File: src/rtl/rr_reg_pkg.sv
// Shared constants and helpers for the round-robin register write arbiter.
package rr_reg_pkg;
  localparam int DEF_NUM_REQ = 4;
  localparam int DEF_WIDTH   = 8;
  localparam int DEF_DEPTH   = 4;

  localparam int                 STALL_W   = 8;
  localparam logic [STALL_W-1:0] STALL_MAX = '1;

  // $clog2 returns 0 for 1; every index/addr field needs at least one bit.
  function automatic int rr_clog2(input int n);
    return (n <= 2) ? 1 : $clog2(n);
  endfunction
endpackage

File: src/rtl/rr_reg_write_arbiter_if.sv
// Requester/read-port bundle between the write agents and the arbitrated register bank.
interface rr_reg_write_arbiter_if import rr_reg_pkg::*; #(
  parameter int NUM_REQ = DEF_NUM_REQ,
  parameter int WIDTH   = DEF_WIDTH,
  parameter int DEPTH   = DEF_DEPTH
);
  localparam int ADDR_W = rr_clog2(DEPTH);
  localparam int ID_W   = rr_clog2(NUM_REQ);

  logic [NUM_REQ-1:0]        req_valid;
  logic [NUM_REQ-1:0]        req_ready;
  logic [NUM_REQ*ADDR_W-1:0] req_addr;
  logic [NUM_REQ*WIDTH-1:0]  req_data;
  logic [ADDR_W-1:0]         rd_addr;
  logic [WIDTH-1:0]          rd_data;
  logic [ID_W-1:0]           grant_id;
  logic                      addr_err;
  logic [STALL_W-1:0]        stall_cnt;

  modport master (
    output req_valid, req_addr, req_data, rd_addr,
    input  req_ready, rd_data, grant_id, addr_err, stall_cnt
  );

  modport slave (
    input  req_valid, req_addr, req_data, rd_addr,
    output req_ready, rd_data, grant_id, addr_err, stall_cnt
  );
endinterface

File: src/rtl/rr_arbiter_core.sv
// Round-robin grant: rotate requests by the pointer, pick the lowest set bit, map back.
module rr_arbiter_core import rr_reg_pkg::*; #(
  parameter  int NUM_REQ = DEF_NUM_REQ,
  localparam int ID_W    = rr_clog2(NUM_REQ)
) (
  input  logic               clk,
  input  logic               rst_n,
  input  logic [NUM_REQ-1:0] req_valid,
  output logic [NUM_REQ-1:0] grant,
  output logic [ID_W-1:0]    grant_id
);
  logic [ID_W-1:0]      ptr, ptr_nxt;
  logic [2*NUM_REQ-1:0] dbl;
  logic [NUM_REQ-1:0]   rot;
  logic                 found;
  int                   k_sel, idx;

  always_comb begin
    // Doubling the vector makes the rotate a plain right shift.
    dbl   = {req_valid, req_valid} >> ptr;
    rot   = dbl[NUM_REQ-1:0];
    found = 1'b0;
    k_sel = 0;
    for (int k = 0; k < NUM_REQ; k++) begin
      if (!found && rot[k]) begin
        found = 1'b1;
        k_sel = k;
      end
    end
    idx = int'(ptr) + k_sel;
    if (idx >= NUM_REQ) idx = idx - NUM_REQ;
    grant_id = ID_W'(idx);
    grant    = '0;
    if (found && rst_n) grant[grant_id] = 1'b1;
    ptr_nxt  = (idx == NUM_REQ - 1) ? '0 : ID_W'(idx + 1);
  end

  always_ff @(posedge clk or negedge rst_n) begin
    if (!rst_n)     ptr <= '0;
    else if (found) ptr <= ptr_nxt;
  end
endmodule

File: src/rtl/rr_reg_write_arbiter.sv
// Register bank shared by NUM_REQ writers via round-robin grant, with one combinational read port.
module rr_reg_write_arbiter import rr_reg_pkg::*; #(
  parameter int NUM_REQ = DEF_NUM_REQ,
  parameter int WIDTH   = DEF_WIDTH,
  parameter int DEPTH   = DEF_DEPTH
) (
  input  logic                   clk,
  input  logic                   rst_n,
  rr_reg_write_arbiter_if.slave  bus
);
  localparam int ADDR_W = rr_clog2(DEPTH);
  localparam int ID_W   = rr_clog2(NUM_REQ);

  logic [NUM_REQ-1:0] grant;
  logic [ID_W-1:0]    gid;
  logic [ADDR_W-1:0]  sel_addr;
  logic [WIDTH-1:0]   sel_data;
  logic               accept, in_range, stalled;
  logic [DEPTH-1:0]   we;
  logic [WIDTH-1:0]   regs [DEPTH];

  rr_arbiter_core #(.NUM_REQ(NUM_REQ)) u_arb (
    .clk       (clk),
    .rst_n     (rst_n),
    .req_valid (bus.req_valid),
    .grant     (grant),
    .grant_id  (gid)
  );

  assign bus.req_ready = grant;
  assign bus.grant_id  = gid;
  assign accept        = |grant;

  always_comb begin
    sel_addr = '0;
    sel_data = '0;
    for (int i = 0; i < NUM_REQ; i++) begin
      if (int'(gid) == i) begin
        sel_addr = bus.req_addr[i*ADDR_W +: ADDR_W];
        sel_data = bus.req_data[i*WIDTH +: WIDTH];
      end
    end
  end

  // Out-of-range writes still complete the handshake; they just enable nothing.
  assign in_range = int'(sel_addr) < DEPTH;

  always_comb begin
    we = '0;
    for (int e = 0; e < DEPTH; e++) we[e] = accept && in_range && (int'(sel_addr) == e);
  end

  always_ff @(posedge clk or negedge rst_n) begin
    if (!rst_n) begin
      for (int e = 0; e < DEPTH; e++) regs[e] <= '0;
    end else begin
      for (int e = 0; e < DEPTH; e++) if (we[e]) regs[e] <= sel_data;
    end
  end

  // No write bypass: a same-cycle read of the target sees the old value.
  always_comb begin
    bus.rd_data = '0;
    for (int e = 0; e < DEPTH; e++) if (int'(bus.rd_addr) == e) bus.rd_data = regs[e];
  end

  always_ff @(posedge clk or negedge rst_n) begin
    if (!rst_n) bus.addr_err <= 1'b0;
    else        bus.addr_err <= accept && !in_range;
  end

  assign stalled = |(bus.req_valid & ~grant);

  always_ff @(posedge clk or negedge rst_n) begin
    if (!rst_n)                                    bus.stall_cnt <= '0;
    else if (stalled && bus.stall_cnt != STALL_MAX) bus.stall_cnt <= bus.stall_cnt + 1'b1;
  end
endmodule

File: src/flat_wrapper.sv
// flat-port wrapper written by rule: the top's interface ports become plain ports
module rr_reg_write_arbiter_flat import rr_reg_pkg::*;
#(
  parameter int NUM_REQ = DEF_NUM_REQ,
  parameter int WIDTH   = DEF_WIDTH,
  parameter int DEPTH   = DEF_DEPTH
)
  (clk, rst_n, bus_req_valid, bus_req_addr, bus_req_data, bus_rd_addr, bus_req_ready, bus_rd_data, bus_grant_id, bus_addr_err, bus_stall_cnt);
  rr_reg_write_arbiter_if #(.NUM_REQ(NUM_REQ), .WIDTH(WIDTH), .DEPTH(DEPTH)) bus_i ();
  input  logic clk;
  input  logic rst_n;
  input wire logic [$bits(bus_i.req_valid)-1:0] bus_req_valid;
  input wire logic [$bits(bus_i.req_addr)-1:0] bus_req_addr;
  input wire logic [$bits(bus_i.req_data)-1:0] bus_req_data;
  input wire logic [$bits(bus_i.rd_addr)-1:0] bus_rd_addr;
  output wire logic [$bits(bus_i.req_ready)-1:0] bus_req_ready;
  output wire logic [$bits(bus_i.rd_data)-1:0] bus_rd_data;
  output wire logic [$bits(bus_i.grant_id)-1:0] bus_grant_id;
  output wire logic [$bits(bus_i.addr_err)-1:0] bus_addr_err;
  output wire logic [$bits(bus_i.stall_cnt)-1:0] bus_stall_cnt;
  assign bus_i.req_valid = bus_req_valid;
  assign bus_i.req_addr = bus_req_addr;
  assign bus_i.req_data = bus_req_data;
  assign bus_i.rd_addr = bus_rd_addr;
  assign bus_req_ready = bus_i.req_ready;
  assign bus_rd_data = bus_i.rd_data;
  assign bus_grant_id = bus_i.grant_id;
  assign bus_addr_err = bus_i.addr_err;
  assign bus_stall_cnt = bus_i.stall_cnt;
  rr_reg_write_arbiter #(.NUM_REQ(NUM_REQ), .WIDTH(WIDTH), .DEPTH(DEPTH)) u_core (.clk(clk), .rst_n(rst_n), .bus(bus_i));
endmodule
File: config.mk
export PLATFORM = sky130hd
export DESIGN_NAME = rr_reg_write_arbiter_flat
export DESIGN_NICKNAME = d
export VERILOG_FILES = /design/src/rtl/rr_reg_pkg.sv /design/src/rtl/rr_reg_write_arbiter_if.sv /design/src/rtl/rr_arbiter_core.sv /design/src/rtl/rr_reg_write_arbiter.sv /design/src/flat_wrapper.sv
export SDC_FILE = /design/constraint.sdc
export NUM_CORES = 1
export LEC_CHECK = 0
export BUFFER_PORTS_ARGS = -buffer_cell sky130_fd_sc_hd__buf_2
export CAP_MARGIN = 25
export CORE_MARGIN = 4
export CORE_UTILIZATION = 40
export CTS_BUF_LIST = sky130_fd_sc_hd__clkbuf_8
export DETAILED_ROUTE_END_ITERATION = 7
export GPL_ROUTABILITY_DRIVEN = 0
export PLACE_DENSITY = 0.66
export SLEW_MARGIN = 40
export SYNTH_ARGS = -nofsm -noshare
export SYNTH_HDL_FRONTEND = slang
export SYNTH_SLANG_ARGS = --single-unit
File: constraint.sdc
create_clock -name clk -period 3.75 [get_ports clk]
set_input_delay 0.375 -clock clk [delete_from_list [all_inputs] [get_ports clk]]
set_output_delay 0.375 -clock clk [all_outputs]
set_load 0.05 [all_outputs]
==> run summary, run 1 <==
CP Cell Sequence -> nand2_1 > a22oi_1 > o221ai_1 > o21a_1 > ha_1 > xnor2_2 > nand4_1 > and2b_2 > inv_2 > ha_2 > nand3b_1 > a31o_2 > or3_1 > o21ba_4 > a221o_1
TritonCTS Buffers -> 5
DRC -> 0
Initial Util -> 0.4232
Crit Path Max Fanout -> 8
Clock Pin Slew Worst Setup and Hold Paths -> 90 ps
Initial antenna violation count -> 0
ANT cells -> 0
Slowest stage delay, CP -> 400 ps
Post-DP HPWL -> 5.711 mm
Die H -> 90.90 um
Cells after synthesis -> 271
Status -> finished, final reports clean
Final setup violation count -> 0
Total core area -> 0.006495 sq mm
Hold Crit Start -> bus_req_data[25]
Nets -> 403
Row count -> 29
Clock buffer depth -> 2
Global route total overflow -> 0
Top-area cell type share of the netlist area -> 0.3823
CP Class -> flop to flop
Area contributors post-synth -> dfrtp_1, a221o_1, mux4_2, nor2_1, o211ai_1
Die area -> 0.008263 sq mm
Area leader, netlist -> dfrtp_1
CTS tree -> built
DR iter-0 viols -> 162
Synth cell types -> 52
Hold Crit Class -> primary input to flop
Number of clock sinks -> 42
Antenna Violating Nets Remaining -> 0
Most used DFF post-synth -> dfrtp_1
Post-synth ARST share -> 1.000
Synth warn -> 0
Slew Viols, Final -> 0
P&R area growth vs syn -> 22.80%
Total iterations of the first detailed-routing run -> 4
Arrival @ worst endpoint -> 3800 ps
Post-synth EDFFs -> 0
Worst Hold Path EP -> u_core.regs[9]$_DFFE_PN0P_
R2r endpoint -> u_core.regs[23]$_DFFE_PN0P_
Setup TNS -> 0 ps
Syn_nets -> 324
Fin. Hold Viols -> 0
MaxCap Viol Count -> 0
Crit-path leading delay family -> compound AO/OA/AOI/OAI gates
Worst setup SP type -> flop
R2R Setup Slk -> 140 ps
Fin Clk Skew -> 3.919 ps
Clock Root Buffer -> clkbuf_8
Global-route usage over all layers -> 0.1870
Worst endpoint required time -> 3930 ps
Hold depth -> 2
H-tree levels -> 2
Share of layout cells above drive strength 1 -> 0.3761
Largest net degree at the start of global routing -> 26
Die width -> 90.90 um
Critical Path Sink Type -> flop
FF+latch count, synth -> 42
Mean post-synth cell area -> 10.14 sq um
Sequential share of the synthesized area -> 0.3823
Wire per inst -> 18.16 um
First-pass GRT wire length -> 12.39 mm
Period utilization -> 0.9638
Worst path bufs/invs -> 1
Vias/cell -> 5.792
WL final -> 7.773 mm
Final Critical Period -> 3614 ps
Vias -> 2479
Maximum clock rate -> 0.2767 GHz
# IOs -> 71
Synth Cell Area -> 0.002749 sq mm
Fin Hold WS -> 361.1 ps
Slowest stage cell on the critical path -> dfrtp_1
Vias in the first global route -> 2396
IO buf count -> 69
FF-to-FF path depth -> 15
Worst skew pair latency -> 300 ps
Worst R2R Start -> u_core.u_arb.ptr[1]$_DFFE_PN0N_
[how the worst max path moves through the flow]
stage                               startpoint                                   to  slack (ps)  cells after the start
6_report       u_core.u_arb.ptr[1]$_DFFE_PN0N_          u_core.regs[23]$_DFFE_PN0P_         140                     15
2_1_floorplan                 bus_req_valid[2]  u_core.bus.stall_cnt[1]$_DFFE_PN0P_           6                     18
4_1_cts        u_core.u_arb.ptr[1]$_DFFE_PN0N_          u_core.regs[23]$_DFFE_PN0P_          60                     15
3_3_place_gp                  bus_req_valid[3]  u_core.bus.stall_cnt[1]$_DFFE_PN0P_          80                     18
3_5_place_dp                  bus_req_valid[3]  u_core.bus.stall_cnt[1]$_DFFE_PN0P_         -40                     18
5_1_grt        u_core.u_arb.ptr[1]$_DFFE_PN0N_  u_core.bus.stall_cnt[1]$_DFFE_PN0P_         -70                     17
[stage by stage]
stage	area (sq um)	std cells	setup slack [ps]	utilization
floorplan	2759	271	6.179	-
global placement	3216	416	77.90	0.4951
detailed placement	3216	416	-39.10	0.4951
CTS	3321	425	60.09	0.5113
global route	3376	428	-73.10	0.5197
finish	3376	428	135.6	0.5197
[cells in the mapped netlist, types with 7 or more instances]
cell      instances
a21oi_1           7
a221o_1          30
and3_1            7
clkbuf_1          8
dfrtp_1          42
inv_1             7
mux4_2            8
nand2_1          23
nor2_1           34
nor3_1            7
o211ai_1         12
[final cells by class]
cell class	count	area, sq um
Multi-Input combinational cell	198	1556
Inverter	7	26.28
Tap cell	77	96.34
Sequential cell	42	1051
Clock buffer	6	82.58
Clock inverter	2	12.51
Fill cell	615	3119
Timing Repair Buffer	96	550.5
[repair_timing]
item                                    4_1_cts  5_1_grt
endpoints found under the setup margin        0       40
buffers inserted                              0        3
gates resized for setup                       0       10
hold buffers                                  1        0
endpoints found under the hold margin         2        0
[sequential cells by signal, indices dropped and copies added, names as in the netlist]
signal,flops
u_core.bus.stall_cnt,8
u_core.u_arb.ptr,2
u_core.regs,32
[routing by layer]
metal / wire length [um] / vias to the layer above / track usage
li1: - / 1185 / -
met1: 3606 / 1191 / 0.2709
met2: 3630 / 91 / 0.2903
met3: 440 / 12 / 0.03000
met4: 96 / 0 / 0.05276
met5: 0 / - / 0
[kinds of logic (layout without fill, tap and decap cells)]
group,count (synthesis),in the layout,share of synthesized area
AND/OR/NAND/NOR,103,103,0.1934
other,1,1,0.001364
buffers and inverters,31,111,0.06645
XOR/XNOR,7,7,0.02230
multiplexers,13,13,0.08511
adder cells (fa/ha/maj),5,5,0.02276
AO/OA/AOI/OAI,69,69,0.2262
flip-flops,42,42,0.3823
[cell usage in the layout, fill, tap and decap left out, drive strengths merged, types with 7 or more instances in the layout]
master / instances
nand2: 23
nor2: 34
and3: 7
a21oi: 7
nor3: 7
inv: 7
dfrtp: 42
buf: 95
mux4: 8
o211ai: 12
a221o: 30
Power of run 1 is left out: the tool's default activity adds up to more than one toggle a clock period on the data nets, which glitch-free logic cannot reach.
==> inputs of run 2 (changes only) <==
--- a/config.mk
+++ b/config.mk
@@ -10,8 +10,10 @@
 export CORE_MARGIN = 4
 export CORE_UTILIZATION = 40
 export CTS_BUF_LIST = sky130_fd_sc_hd__clkbuf_8
+export CTS_CLUSTER_SIZE = 40
 export DETAILED_ROUTE_END_ITERATION = 7
 export GPL_ROUTABILITY_DRIVEN = 0
+export MAX_ROUTING_LAYER = met4
 export PLACE_DENSITY = 0.66
 export SLEW_MARGIN = 40
 export SYNTH_ARGS = -nofsm -noshare
==> run 2 against run 1 <==
Worst setup slack worse by 16 ps; maximum frequency shrank 0.44%; flip-flop and latch count did not move; clock skew is essentially flat; final area is the same; global-route usage up 0.59 points; utilization unchanged; via count increased by 0.77%; non-clock buffer count stayed put; count of clock-buffer cells in the layout stayed put.
==> run summary, run 2 (synthesis gave the netlist of run 1 again) <==
Status -> finished, final reports clean
Period utilization -> 0.9681
WL final -> 7.776 mm
# IOs -> 71
CTS tree -> built
Vias in the first global route -> 2400
Nets -> 403
Design Area, Final -> 0.003376 sq mm
DR iter-0 viols -> 180
Top reg by flops -> u_core.regs
Die H -> 90.90 um
Row count -> 29
Worst endpoint required time -> 3940 ps
IO buf count -> 69
Final setup violation count -> 0
ANT cells -> 0
Worst skew pair latency -> 300 ps
Vias -> 2498
DRC -> 0
Antenna Violating Nets Remaining -> 0
Initial antenna violation count -> 0
R2R Setup Slk -> 120 ps
Hold Crit Class -> primary input to flop
Number of clock sinks -> 42
Vias/cell -> 5.836
Fin. Hold Viols -> 0
Clock Root Buffer -> clkbuf_8
Largest register FFs -> 32
Critical Path Sink Type -> flop
Total core area -> 0.006495 sq mm
TritonCTS Buffers -> 5
Initial Util -> 0.4232
Global route total overflow -> 0
Maximum clock rate -> 0.2755 GHz
Clock buffer depth -> 2
Total iterations of the first detailed-routing run -> 4
Post-DP HPWL -> 5.711 mm
Crit Path Max Fanout -> 7
Arrival @ worst endpoint -> 3820 ps
Die width -> 90.90 um
Dpl ws -> -39.10 ps
MaxCap Viol Count -> 0
CP Class -> flop to flop
Final Critical Period -> 3630 ps
Share of layout cells above drive strength 1 -> 0.3761
Commonest non-fill, non-tap cell in the layout -> buf_2
Fin Clk Skew -> 3.705 ps
Wire per inst -> 18.17 um
Die area -> 0.008263 sq mm
Largest net degree at the start of global routing -> 26
First-pass GRT wire length -> 12.39 mm
Most frequent cells in the layout -> buf_2, dfrtp_1, nor2_1
Biggest regs -> u_core.regs x32, u_core.bus.stall_cnt x8, u_core.u_arb.ptr x2
P&R area growth vs syn -> 22.80%
Setup TNS -> 0 ps
Setup ws final -> 119.7 ps
Worst setup SP type -> flop
DP Area -> 0.003216 sq mm
H-tree levels -> 2
Slew Viols, Final -> 0
Clock Pin Slew Worst Setup and Hold Paths -> 90 ps
Global-route usage over all layers -> 0.1929
[run 2: layout make-up]
type / count / area, sq um
Multi-Input combinational cell: 198 / 1556
Fill cell: 615 / 3119
Timing Repair Buffer: 96 / 550.5
Clock inverter: 2 / 12.51
Inverter: 7 / 26.28
Sequential cell: 42 / 1051
Clock buffer: 6 / 82.58
Tap cell: 77 / 96.34
[run 2: what timing repair did]
action	in CTS	in global routing
endpoints found under the hold margin	2	0
buffers inserted	0	3
hold buffers	1	0
setup endpoints to repair	0	40
gates resized for setup	0	10
[run 2: worst paths after layout]
| check | start | to | cells past startpoint |
|---|---|---|---|
| max | u_core.u_arb.ptr[1]$_DFFE_PN0N_ | u_core.bus.stall_cnt[6]$_DFFE_PN0P_ | 17 |
| min in group asynchronous | rst_n | u_core.regs[14]$_DFFE_PN0P_ | 2 |
| max in group asynchronous | rst_n | u_core.regs[21]$_DFFE_PN0P_ | 3 |
| min reg2reg | u_core.bus.stall_cnt[4]$_DFFE_PN0P_ | u_core.bus.stall_cnt[4]$_DFFE_PN0P_ | 1 |
| min | bus_req_data[30] | u_core.regs[14]$_DFFE_PN0P_ | 2 |
| max reg2reg | u_core.u_arb.ptr[1]$_DFFE_PN0N_ | u_core.bus.stall_cnt[6]$_DFFE_PN0P_ | 17 |
[run 2: routing by layer]
metal	track usage	wire [um]	vias up
met4	0.05276	44	0
met3	0.02833	471	5
met2	0.2903	3622	99
li1	-	-	1181
met1	0.2725	3637	1213
met5	-	0	-
[run 2: worst max-delay path, cell delays in order, from the launching register on]
cell and delay [ps]:
dfrtp_1 400, nand2_1 100, a22oi_1 160, o221ai_1 140, o21a_1 140, ha_1 210, xnor2_2 280, nand4_1 170
and2b_2 260, inv_2 80, ha_4 160, nand2_1 50, a222oi_1 400, buf_4 190, nand4_1 120, mux2i_2 280
a211oi_1 110, mux2_2 280
[run 2: through the flow]
step	utilization	instances	hold slack (ps)
finish	0.5197	428	362.6
CTS	0.5113	425	351.5
floorplan	-	271	79.41
global route	0.5197	428	353.0
detailed placement	0.4951	416	226.6
global placement	0.4951	416	225.1
Power of run 2 is left out for the same reason.
==> inputs of run 3 (changes only) <==
--- a/config.mk
+++ b/config.mk
@@ -14,7 +14,7 @@
 export DETAILED_ROUTE_END_ITERATION = 7
 export GPL_ROUTABILITY_DRIVEN = 0
 export MAX_ROUTING_LAYER = met4
-export PLACE_DENSITY = 0.66
+export PLACE_DENSITY = 0.63
 export SLEW_MARGIN = 40
 export SYNTH_ARGS = -nofsm -noshare
 export SYNTH_HDL_FRONTEND = slang
==> constraint.sdc (replaced) <==
create_clock -name clk -period 4.1 [get_ports clk]
set_input_delay 0.41 -clock clk [delete_from_list [all_inputs] [get_ports clk]]
set_output_delay 0.41 -clock clk [all_outputs]
set_load 0.05 [all_outputs]
==> run 3 against run 2 <==
Flip-flop and latch count stayed put; wire length is 4.0% lower; non-clock buffer count is 14 lower; worst setup slack better by 250 ps; maximum frequency is 2.6% lower; global-route usage is 0.38 points lower; final area is 4.2% lower; die area stayed put; sequential share of layout area is 1.4 points higher; largest cell class unchanged; highest routed layer unchanged.
==> run summary, run 3 (synthesis gave the netlist of run 1 again) <==
DP Area -> 0.003117 sq mm
Arrival @ worst endpoint -> 3920 ps
Crit-path leading delay family -> compound AO/OA/AOI/OAI gates
CP Class -> flop to flop
CP Cell Sequence -> nand2_1 > a22oi_1 > o221ai_1 > o21a_1 > ha_1 > xnor2_2 > nand4_1 > and2b_1 > ha_1 > buf_4 > nand2_1 > a222oi_1 > buf_4 > nand4_1 > mux2i_1 > a211oi_2 > mux2_2
Slowest stage cell on the critical path -> dfrtp_1
Clock Pin Slew Worst Setup and Hold Paths -> 100 ps
Fin. Hold Viols -> 0
Nets -> 389
P&R area growth vs syn -> 17.66%
Worst endpoint required time -> 4290 ps
Die H -> 90.90 um
Fin Hold WS -> 386.8 ps
Total iterations of the first detailed-routing run -> 4
Critical Path Sink Type -> flop
Slew margin rel. -> 0.5636
WL final -> 7.462 mm
Commonest non-fill, non-tap cell in the layout -> buf_2
Die width -> 90.90 um
Post-DP HPWL -> 5.471 mm
Top reg by flops -> u_core.regs
Vias/cell -> 5.800
# IOs -> 71
Clock Root Buffer -> clkbuf_8
Setup ws final -> 373.9 ps
Vias in the first global route -> 2409
Final non-filler cell total -> 414
Period utilization -> 0.9088
Wire per inst -> 18.02 um
IO buf count -> 69
Fin Clk Skew -> 10.61 ps
Slew Viols, Final -> 0
H-tree levels -> 2
Global route total overflow -> 0
Worst skew pair latency -> 300 ps
Initial antenna violation count -> 0
Largest net degree at the start of global routing -> 41
Row count -> 29
Share of layout cells above drive strength 1 -> 0.3294
Status -> finished, final reports clean
Crit Path Max Fanout -> 8
Most frequent cells in the layout -> buf_2, dfrtp_1, nor2_1
Final Critical Period -> 3726 ps
Largest register FFs -> 32
Post-Place Cells -> 404
TritonCTS Buffers -> 5
R2R Setup Slk -> 370 ps
Worst-Margin Slew -> 649.1 ps
CTS tree -> built
Global-route usage over all layers -> 0.1891
First-pass GRT wire length -> 12.21 mm
Total core area -> 0.006495 sq mm
Antenna Violating Nets Remaining -> 0
Design Area, Final -> 0.003234 sq mm
MaxCap Viol Count -> 0
Clock buffer depth -> 2
Final setup violation count -> 0
Dpl ws -> 170.1 ps
Maximum clock rate -> 0.2684 GHz
Vias -> 2401
ANT cells -> 0
Worst path bufs/invs -> 2
Hold Crit Class -> primary input to flop
Worst setup SP type -> flop
Initial Util -> 0.4232
Slowest stage delay, CP -> 520 ps
DR iter-0 viols -> 127
Die area -> 0.008263 sq mm
Number of clock sinks -> 42
DRC -> 0
Biggest regs -> u_core.regs x32, u_core.bus.stall_cnt x8, u_core.u_arb.ptr x2
[run 3: changes by cell type in the layout (fill, tap and decap cells not counted), moves of 2 or more]
| cell | before | now |
|---|---|---|
| inv_1 | 5 | 7 |
| buf_4 | 26 | 12 |
| inv_2 | 2 | 0 |
| ha_1 | 3 | 5 |
[run 3: per-layer routing]
layer,share of wire,vias to the layer above,routed length [um],global-route usage
li1,-,1152,-,-
met1,0.45,1139,3368,0.2660
met2,0.46,99,3447,0.2866
met3,0.077,11,573,0.03417
met4,0.0098,0,73,0.04020
met5,0,-,0,-
[run 3: what timing repair did]
item / 4_1_cts / 5_1_grt
endpoints found under the hold margin: 2 / 0
hold buffers: 1 / 0
endpoints found under the setup margin: 0 / 29
buffers inserted: 0 / 1
gates resized for setup: 0 / 1
[run 3: final timing paths]
kind | from | endpoint | cells past startpoint
hold reg to reg | u_core.bus.stall_cnt[4]$_DFFE_PN0P_ | u_core.bus.stall_cnt[4]$_DFFE_PN0P_ | 1
setup reg to reg | u_core.u_arb.ptr[1]$_DFFE_PN0N_ | u_core.bus.stall_cnt[1]$_DFFE_PN0P_ | 17
min in group asynchronous | rst_n | u_core.u_arb.ptr[1]$_DFFE_PN0N_ | 2
setup / recovery | u_core.u_arb.ptr[1]$_DFFE_PN0N_ | u_core.bus.stall_cnt[1]$_DFFE_PN0P_ | 17
max in group asynchronous | rst_n | u_core.regs[22]$_DFFE_PN0P_ | 3
hold / removal | bus_req_data[29] | u_core.regs[5]$_DFFE_PN0P_ | 2
[run 3: worst register-to-register path, stage by stage, from the launching register on]
cell and delay [ps]:
dfrtp_1 520, nand2_1 120, a22oi_1 150, o221ai_1 150
o21a_1 130, ha_1 200, xnor2_2 260, nand4_1 150
and2b_1 200, ha_1 210, buf_4 170, nand2_1 60
a222oi_1 70, buf_4 150, nand4_1 80, mux2i_1 130
a211oi_2 490, mux2_2 390
[run 3: cell type report]
| cell class | count | area (sq um) |
|---|---|---|
| clock buffers | 5 | 68.82 |
| clock inverters | 3 | 23.77 |
| fillers | 612 | 3261 |
| inverters | 7 | 26.28 |
| multi-input cells | 198 | 1523 |
| flip-flops and latches | 42 | 1051 |
| well taps | 77 | 96.34 |
| repair buffers | 82 | 445.4 |
[run 3: per-stage QoR]
| step | setup TNS [ps] | utilization |
|---|---|---|
| floorplan | 0 | - |
| finish | 0 | 0.4980 |
| global route | -3.003 | 0.4980 |
| global placement | 0 | 0.4799 |
| detailed placement | 0 | 0.4799 |
| CTS | 0 | 0.4957 |
Power of run 3 is left out for the same reason.
